--- config.mk ---
export PLATFORM = sky130hd
export DESIGN_NAME = twiddle_mult_stage
export DESIGN_NICKNAME = d
export VERILOG_FILES = /design/src/rtl/twiddle_mult_stage_pkg.sv /design/src/rtl/twiddle_mult_stage_scale_sat.sv /design/src/rtl/twiddle_mult_stage.sv
export SDC_FILE = /design/constraint.sdc
export NUM_CORES = 1
export LEC_CHECK = 0
export ABC_CLOCK_PERIOD_IN_PS = 6300
export CORE_MARGIN = 3
export CORE_UTILIZATION = 55
export CTS_CLUSTER_DIAMETER = 200
export DETAILED_ROUTE_END_ITERATION = 8
export PLACE_DENSITY_LB_ADDON = 0.3
export SYNTH_ARGS = -nofsm -noshare
export SYNTH_HDL_FRONTEND = slang
export SYNTH_SLANG_ARGS = --single-unit
--- constraint.sdc ---
create_clock -name clk -period 6.3 [get_ports clk]
set_clock_uncertainty 0.15 [all_clocks]
set_input_delay 1.26 -clock clk [delete_from_list [all_inputs] [get_ports clk]]
set_output_delay 1.26 -clock clk [all_outputs]
set_load 0.05 [all_outputs]
--- src/rtl/twiddle_mult_stage_pkg.sv ---
// Shared FFT definitions for the twiddle multiplier stage: default widths,
// product width, saturation limits and the complex sample type.
package twiddle_mult_stage_pkg;

   localparam int SIZE_DEF = 8;
   localparam int TW_DEF   = 8;
   localparam int PROD_W   = SIZE_DEF + TW_DEF + 1;
   localparam int SAT_MAX  = (1 << (SIZE_DEF - 1)) - 1;
   localparam int SAT_MIN  = -(1 << (SIZE_DEF - 1));

   typedef struct packed {
      logic [SIZE_DEF-1:0] re;
      logic [SIZE_DEF-1:0] im;
   } cplx_t;

   function automatic int sat_hi(input int size);
      return (1 << (size - 1)) - 1;
   endfunction

   function automatic int sat_lo(input int size);
      return -(1 << (size - 1));
   endfunction

endpackage

--- src/rtl/twiddle_mult_stage_scale_sat.sv ---
// Combinational rescale of one product component: optional round (TWIDDLE_ROUND_EN),
// arithmetic shift by TW-1, saturate to SIZE bits and flag the clip.
module twiddle_mult_stage_scale_sat
   import twiddle_mult_stage_pkg::*;
#(
   parameter int SIZE = SIZE_DEF,
   parameter int TW   = TW_DEF
) (
   input  logic signed [SIZE+TW:0] sum,
   output logic [SIZE-1:0]         q,
   output logic                    clip
);
   localparam int PW = SIZE + TW + 1;
   localparam logic signed [PW-1:0] HI = PW'(sat_hi(SIZE));
   localparam logic signed [PW-1:0] LO = PW'(sat_lo(SIZE));

   logic signed [PW-1:0] biased;
   logic signed [PW-1:0] shifted;

`ifdef TWIDDLE_ROUND_EN
   // Full-width add: the largest product magnitude leaves headroom for the half-LSB.
   localparam logic signed [PW-1:0] HALF = PW'(2 ** (TW - 2));
   assign biased = sum + HALF;
`else
   assign biased = sum;
`endif

   assign shifted = biased >>> (TW - 1);

   always_comb begin
      clip = 1'b0;
      q    = shifted[SIZE-1:0];
      if (shifted > HI) begin
         clip = 1'b1;
         q    = HI[SIZE-1:0];
      end else if (shifted < LO) begin
         clip = 1'b1;
         q    = LO[SIZE-1:0];
      end
   end

endmodule

--- src/rtl/twiddle_mult_stage.sv ---
// Three-stage complex twiddle multiplier: passes A, emits scaled/saturated B*W.
// The whole pipe freezes when the output beat is held. Rounding via TWIDDLE_ROUND_EN.
module twiddle_mult_stage
   import twiddle_mult_stage_pkg::*;
#(
   parameter int SIZE = SIZE_DEF,
   parameter int TW   = TW_DEF
) (
   input  logic            clk,
   input  logic            rst,
   input  logic            in_valid,
   output logic            in_ready,
   input  logic [SIZE-1:0] a_re,
   input  logic [SIZE-1:0] a_im,
   input  logic [SIZE-1:0] b_re,
   input  logic [SIZE-1:0] b_im,
   input  logic [TW-1:0]   w_re,
   input  logic [TW-1:0]   w_im,
   output logic            out_valid,
   input  logic            out_ready,
   output logic [SIZE-1:0] oa_re,
   output logic [SIZE-1:0] oa_im,
   output logic [SIZE-1:0] p_re,
   output logic [SIZE-1:0] p_im,
   output logic            sat
);
   localparam int MW = SIZE + TW;
   localparam int PW = SIZE + TW + 1;

   logic            adv;
   logic            v1, v2;
   logic [SIZE-1:0] a1_re, a1_im, a2_re, a2_im;
   logic [SIZE-1:0] b1_re, b1_im;
   logic [TW-1:0]   w1_re, w1_im;
   logic signed [MW-1:0] bx_re, bx_im, wx_re, wx_im;
   logic signed [MW-1:0] m_rr, m_ii, m_ri, m_ir;
   logic signed [PW-1:0] sum_re, sum_im;
   logic [SIZE-1:0] q_re, q_im;
   logic            clip_re, clip_im;

   assign adv      = !out_valid || out_ready;
   assign in_ready = adv;

   // Sign-extend to the product width so the low MW bits hold the exact signed product.
   assign bx_re = $signed({{TW{b1_re[SIZE-1]}}, b1_re});
   assign bx_im = $signed({{TW{b1_im[SIZE-1]}}, b1_im});
   assign wx_re = $signed({{SIZE{w1_re[TW-1]}}, w1_re});
   assign wx_im = $signed({{SIZE{w1_im[TW-1]}}, w1_im});

   assign sum_re = $signed({m_rr[MW-1], m_rr}) - $signed({m_ii[MW-1], m_ii});
   assign sum_im = $signed({m_ri[MW-1], m_ri}) + $signed({m_ir[MW-1], m_ir});

   twiddle_mult_stage_scale_sat #(.SIZE(SIZE), .TW(TW)) u_scale_re (
      .sum  (sum_re),
      .q    (q_re),
      .clip (clip_re)
   );

   twiddle_mult_stage_scale_sat #(.SIZE(SIZE), .TW(TW)) u_scale_im (
      .sum  (sum_im),
      .q    (q_im),
      .clip (clip_im)
   );

   always_ff @(posedge clk) begin
      if (rst) begin
         v1        <= 1'b0;
         v2        <= 1'b0;
         out_valid <= 1'b0;
         a1_re     <= '0;
         a1_im     <= '0;
         a2_re     <= '0;
         a2_im     <= '0;
         b1_re     <= '0;
         b1_im     <= '0;
         w1_re     <= '0;
         w1_im     <= '0;
         m_rr      <= '0;
         m_ii      <= '0;
         m_ri      <= '0;
         m_ir      <= '0;
         oa_re     <= '0;
         oa_im     <= '0;
         p_re      <= '0;
         p_im      <= '0;
         sat       <= 1'b0;
      end else if (adv) begin
         v1        <= in_valid;
         a1_re     <= a_re;
         a1_im     <= a_im;
         b1_re     <= b_re;
         b1_im     <= b_im;
         w1_re     <= w_re;
         w1_im     <= w_im;
         v2        <= v1;
         a2_re     <= a1_re;
         a2_im     <= a1_im;
         m_rr      <= bx_re * wx_re;
         m_ii      <= bx_im * wx_im;
         m_ri      <= bx_re * wx_im;
         m_ir      <= bx_im * wx_re;
         out_valid <= v2;
         oa_re     <= a2_re;
         oa_im     <= a2_im;
         p_re      <= q_re;
         p_im      <= q_im;
         sat       <= clip_re | clip_im;
      end
   end

endmodule

==> results of run 1 <==
-- path summary, 6_finish.rpt --
kind            start        to  slack [ns]  depth (start not counted)
max          w1_re[2]  m_rr[15]        1.24                         16
min          oa_im[5]  oa_im[5]        0.30                          2
max reg2reg  w1_re[2]  m_rr[15]        1.24                         16
min reg2reg  oa_im[5]  oa_im[5]        0.30                          2
-- Yosys cell counts, drive strengths merged (10+ instances only) --
| master | number | area, µm² |
|---|---|---|
| inv | 364 | 1370 |
| nand2 | 292 | 1100 |
| fa | 220 | 4400 |
| and2 | 172 | 1080 |
| a21oi | 171 | 867 |
| dfxtp | 164 | 3280 |
| ha | 146 | 1830 |
| clkbuf | 84 | 315 |
| o21ai | 51 | 255 |
| xnor2 | 49 | 429 |
| nor2 | 45 | 169 |
| nand3 | 34 | 170 |
| nor2b | 32 | 200 |
| nor3 | 23 | 115 |
| o21a | 19 | 143 |
| a211oi | 13 | 110 |
| or2 | 12 | 75.1 |
| a21o | 11 | 82.6 |
| a31oi | 11 | 75.1 |
| o211ai | 11 | 82.6 |
| xor2 | 10 | 87.6 |
-- stage by stage --
stage / std cells / instance area, µm²
after detailed placement: 2422 / 18000
after global routing: 2454 / 18700
after CTS: 2454 / 18700
after global placement: 2422 / 18000
after floorplan: 2027 / 17000
final: 2454 / 18700
-- power by group --
part	internal (W)	total (W)	switching, W
sequential	0.00119	0.00134	0.000148
combinational	0.000857	0.00208	0.00122
clock	0.000544	0.00109	0.000542
-- per-layer routing --
| metal | vias up | global-route usage, % |
|---|---|---|
| met2 | 341 | 42.1 |
| met3 | 95 | 3.37 |
| met1 | 6548 | 32.5 |
| li1 | 6388 | - |
| met5 | - | 0 |
| met4 | 0 | 11.0 |
-- final cells by class --
type / instances / area (µm²)
clock buffers: 17 / 425
clock inverters: 15 / 194
fillers: 2584 / 11400
inverters: 365 / 1370
multi-input cells: 1409 / 12000
flip-flops and latches: 164 / 3280
well taps: 390 / 488
repair buffers: 94 / 918
-- cell families after synthesis --
| logic type | Yosys count | share of synthesized area, % |
|---|---|---|
| buffers and inverters | 454 | 10.1 |
| flip-flops | 164 | 19.4 |
| AO/OA/AOI/OAI | 324 | 11.5 |
| adder cells (fa/ha/maj) | 367 | 36.8 |
| multiplexers | 6 | 0.384 |
| AND/OR/NAND/NOR | 653 | 18.9 |
| XOR/XNOR | 59 | 3.05 |
-- sequential cells by signal (all words and copies together), names as in the netlist, 8 cells and up --
| signal | count |
|---|---|
| a1_im | 8 |
| oa_im | 8 |
| b1_im | 8 |
| w1_im | 8 |
| m_ir | 16 |
| a2_im | 8 |
| p_re | 8 |
| m_ii | 16 |
| a1_re | 8 |
| a2_re | 8 |
| p_im | 8 |
| m_ri | 16 |
| b1_re | 8 |
| w1_re | 8 |
| oa_re | 8 |
| m_rr | 16 |
-- worst max-delay path: cells and delay by family, from the launching register on --
kind	cells	cell delay (ns)
xor+xnor	1	0.17
fa+ha+maj	5	2.07
simple gates	1	0.21
flops	1	0.79
compound gates	6	1.29
buf+inv	3	0.22
==> results.yml, run 1 <==
logic_synthesis:
  yosysUniqueCellTypes: 60
  synth_area_um2: 17000
  synth-main-ff-cell: "dfxtp_1"
  syn_inst: 2027
  synth-seq-area-share_pct: 19.4
  yosys_warnings: 0
  synth_edf_count: 0
  synth_area_per_cell_um2: 8.37
  syn_nets: 2445
  async_flop_share_pct: 0
  ys_ff_latch: 164
cells_and_area:
  nNetsFinal: 2469
  fin_util_pct: 62.1
  syn_to_final_growth_pct: 10.0
  final_cell_mix: "inv_1, nand2_1, fa_1, and2_1, a21oi_1"
  diodes: 0
  final_common_cell: "inv_1"
  drive_above_1_share_pct: 3.25
clocking:
  h-tree-depth: 4
  cts_tree: "done"
  ctsResizeCount: 0
  clk_latency_ns: 0.45
  numCtsBuffers: 17
  clock_path_buffers: 2
  ctsHoldBuffers: 0
  clk_pin_slew_ns: 0.08
  postCtsSetupRepairBufs: 0
  clock_sinks: 164
  cts_root_buf: "clkbuf_16"
detailed_routing:
  num_vias: 13372
  drt-total-wl_um: 39600
  route.detailed.drc: 0
  drt_iter0_markers: 838
  avgViaCountPerCell: 5.45
  wl_per_cell_um: 16.1
  wl_met1_um: 17200
  drtPass1Iterations: 5
  route.met2.wl_um: 19000
  routed.top_layer: "met4"
  route.met3.wl_um: 1650
  ant_nets: 0
floorplanning:
  die_w_um: 182
  num_rows: 63
  start_util_pct: 56.5
  fp.dieH_um: 182
  io_pins: 87
  core_um2: 30000
  die_area_um2: 33000
power:
  powerDensity_nw_per_um2: 241
  peakVddDrop_uv: 180
  p_leak_nw: 8.70
  total_power_w: 0.00450
timing:
  setup_ws_ns: 1.24
  setup-tns-final_ns: 0
  fmax_mhz: 197
  fin_crit_sh_pct: 80.4
  layout_min_cycle_time_ns: 5.06
  worst_pin_slew_ns: 1.01
  finalHoldViolations: 0
  finalSetupViolations: 0
  relSlewSlack_pct: 32.5
  fin_hold_ws_ns: 0.301
  rsz0062_at_grt: "no"
  maxSlewViolCount: 0
setup_path:
  cp_max_fo: 17
  worst-setup-path-type: "reg2reg"
  slowest_delay_ns: 0.79
  slowest_stage: "dfxtp_1"
  worstPathArrival_ns: 5.21
  cp_data_required_time_ns: 6.45
  cpMostUsedCell: "fa_1"
  crit_path_cell_trace: "nand2_1 > fa_1 > inv_1 > fa_1 > inv_1 > fa_1 > fa_1 > inv_1 > ha_1 > a21oi_1 > o21ai_0 > a211oi_1 > o31ai_1 > o41ai_1 > xnor2_1 > a21oi_1"
  end_kind: "flip-flop"
  start_kind: "flip-flop"
global_route:
  track_usage_pct: 25.1
  grt_pass1_wl_um: 67800
  antenna_found_initial: 0
  grt_overflow_total: 0
  grt_pass1_vias: 13908
  grt_max_degree: 96
hold_path:
  min_path_type: "reg2reg"
run:
  maxCapViolCount: 0
place:
  place.detailed.hpwl_um: 30400
  io_buffers: 86
  routabilityCongestion: 0.878
  pre_cts_slack_ns: 1.34
outcome:
  outcome: "finished, final reports clean"
No activity file was read; power rests on OpenSTA's default activity.
==> run 2: changes to the inputs <==
--- a/config.mk
+++ b/config.mk
@@ -5,7 +5,7 @@
 export SDC_FILE = /design/constraint.sdc
 export NUM_CORES = 1
 export LEC_CHECK = 0
-export ABC_CLOCK_PERIOD_IN_PS = 6300
+export ABC_CLOCK_PERIOD_IN_PS = 5000
 export CORE_MARGIN = 3
 export CORE_UTILIZATION = 55
 export CTS_CLUSTER_DIAMETER = 200
==> constraint.sdc (replaced) <==
create_clock -name clk -period 5 [get_ports clk]
set_clock_uncertainty 0.15 [all_clocks]
set_input_delay 1 -clock clk [delete_from_list [all_inputs] [get_ports clk]]
set_output_delay 1 -clock clk [all_outputs]
set_load 0.05 [all_outputs]
==> run 2 against run 1 <==
Effect of this change: non-clock buffer count rose by 32; combinational power is 28% higher; power increased by 27%; maximum frequency increased by 5.8%; clock-buffer cell count unchanged; cell count increased by 1.3%; sequential power rose by 25%; critical path depth down 1; die area unchanged; critical path type unchanged; hold slack better by 0.00079 ns.
==> results.yml, run 2 (synthesized netlist as in run 1, its figures left out) <==
outcome:
  outcome: "finished, final reports clean"
floorplanning:
  fp.dieH_um: 182
  die_area_um2: 33000
  die_w_um: 182
  start_util_pct: 56.5
  num_rows: 63
  core_um2: 30000
  io_pins: 87
global_route:
  antenna_found_initial: 1
  grt_pass1_vias: 14298
  grt_overflow_total: 0
  grt_pass1_wl_um: 69900
  grt_max_degree: 167
  track_usage_pct: 26.0
detailed_routing:
  avgViaCountPerCell: 5.42
  drt_iter0_markers: 772
  route.detailed.drc: 0
  num_vias: 13477
  ant_nets: 0
  drt-total-wl_um: 41100
  wl_per_cell_um: 16.6
  drtPass1Iterations: 5
timing:
  worst_pin_slew_ns: 0.852
  maxSlewViolCount: 0
  setup-tns-final_ns: 0
  fin_crit_sh_pct: 95.8
  finalHoldViolations: 0
  layout_min_cycle_time_ns: 4.79
  finalSetupViolations: 0
  fmax_mhz: 209
  setup_ws_ns: 0.212
  rsz0062_at_grt: "no"
  relSlewSlack_pct: 43.2
setup_path:
  worst-setup-path-type: "reg2reg"
  crit_end: "m_ir[15]"
  cp_data_required_time_ns: 5.23
  worstPathArrival_ns: 5.02
  reg2reg_slack_ns: 0.21
  slowest_delay_ns: 0.65
  critPathTopFamily: "adder cells"
  crit_buf_inv: 5
  path_depth: 15
  slowest_stage: "fa_1"
  start_kind: "flip-flop"
  regToRegEndpoint: "m_ir[15]"
  reg2reg_depth: 15
  end_kind: "flip-flop"
  r2r_start: "w1_re[3]"
  startpoint: "w1_re[3]"
  crit_path_cell_trace: "buf_4 > and2_1 > fa_1 > inv_1 > fa_1 > inv_1 > fa_1 > inv_1 > fa_1 > inv_1 > ha_1 > nand3_1 > o2111a_1 > or4_1 > nand3_1"
  cp_max_fo: 7
place:
  io_buffers: 86
  routabilityCongestion: 0.908
  place.detailed.hpwl_um: 31200
  pre_cts_slack_ns: 0.0216
cells_and_area:
  final_cell_mix: "inv_1, nand2_1, fa_1, and2_1, a21oi_1"
  diodes: 0
  syn_to_final_growth_pct: 11.9
  fin_util_pct: 63.2
  drive_above_1_share_pct: 6.01
  nNetsFinal: 2501
  nFillCells: 2529
  final_common_cell: "inv_1"
power:
  powerDensity_nw_per_um2: 302
  peakVddDrop_uv: 227
  p_leak_nw: 8.88
clocking:
  ctsHoldBuffers: 0
  clock_path_buffers: 2
  h-tree-depth: 4
  clock_sinks: 164
  numCtsBuffers: 17
  postCtsSetupRepairBufs: 0
  clk_pin_slew_ns: 0.08
  cts_root_buf: "clkbuf_16"
  clk_latency_ns: 0.44
  cts_tree: "done"
run:
  maxCapViolCount: 0
hold_path:
  hold_start: "a1_re[4]"
  min_path_type: "reg2reg"
  hold_depth: 2
[run 2: cell count changes in the layout (fill, tap and decap cells not counted), sizes merged]
cell	before	now
clkinv	8	10
buf	9	41
inv	372	370
[run 2: layout make-up]
type | count | area [µm²] | area share (%)
repair buffers | 126 | 1180 | 6.24
multi-input cells | 1409 | 12000 | 63.2
inverters | 365 | 1370 | 7.23
flip-flops and latches | 164 | 3320 | 17.5
clock buffers | 17 | 425 | 2.24
well taps | 390 | 488 | 2.57
clock inverters | 15 | 199 | 1.05
[run 2: worst register-to-register path, cell delays in order, from the launching register on]
cell and delay [ns]:
dfxtp_1 0.43, buf_4 0.23, and2_1 0.19, fa_1 0.65
inv_1 0.13, fa_1 0.52, inv_1 0.07, fa_1 0.48
inv_1 0.05, fa_1 0.48, inv_1 0.04, ha_1 0.35
nand3_1 0.12, o2111a_1 0.26, or4_1 0.49, nand3_1 0.08
[run 2: power breakdown]
part	internal [W]	switching [W]
clock network	0.000687	0.000709
logic	0.00109	0.00157
registers	0.00151	0.000165
total	0.00329	0.00245
[run 2: what timing repair did]
action	in CTS	in global routing
gates resized for setup	2	28
endpoints found under the hold margin	0	0
pin swaps	0	1
endpoints found under the setup margin	1	16
[run 2: per-layer routing]
| layer | share of wire, % | wire (µm) | global-route usage [%] |
|---|---|---|---|
| met1 | 41 | 17000 | 32.1 |
| met2 | 49 | 20100 | 44.7 |
| met3 | 5.3 | 2190 | 4.61 |
| met4 | 4.4 | 1800 | 11.1 |
| met5 | 0 | 0 | 0 |
[run 2: worst min-delay path by stage]
stage / end / slack (ns)
4_1_cts: oa_im[3] / 0.30
3_3_place_gp: m_ii[0] / 0.28
5_1_grt: oa_im[3] / 0.32
6_report: a1_re[4] / 0.30
2_1_floorplan: m_ii[0] / 0.28
3_5_place_dp: m_ii[0] / 0.29
[run 2: through the flow]
stage               cells  cell area (µm²)  hold slack [ns]  power (W)
finish               2486            19000            0.302    0.00573
global route         2486            19000            0.319    0.00617
CTS                  2486            18900            0.305    0.00576
detailed placement   2454            18300            0.292    0.00435
global placement     2454            18300            0.284    0.00428
floorplan            2027            17000            0.277    0.00362
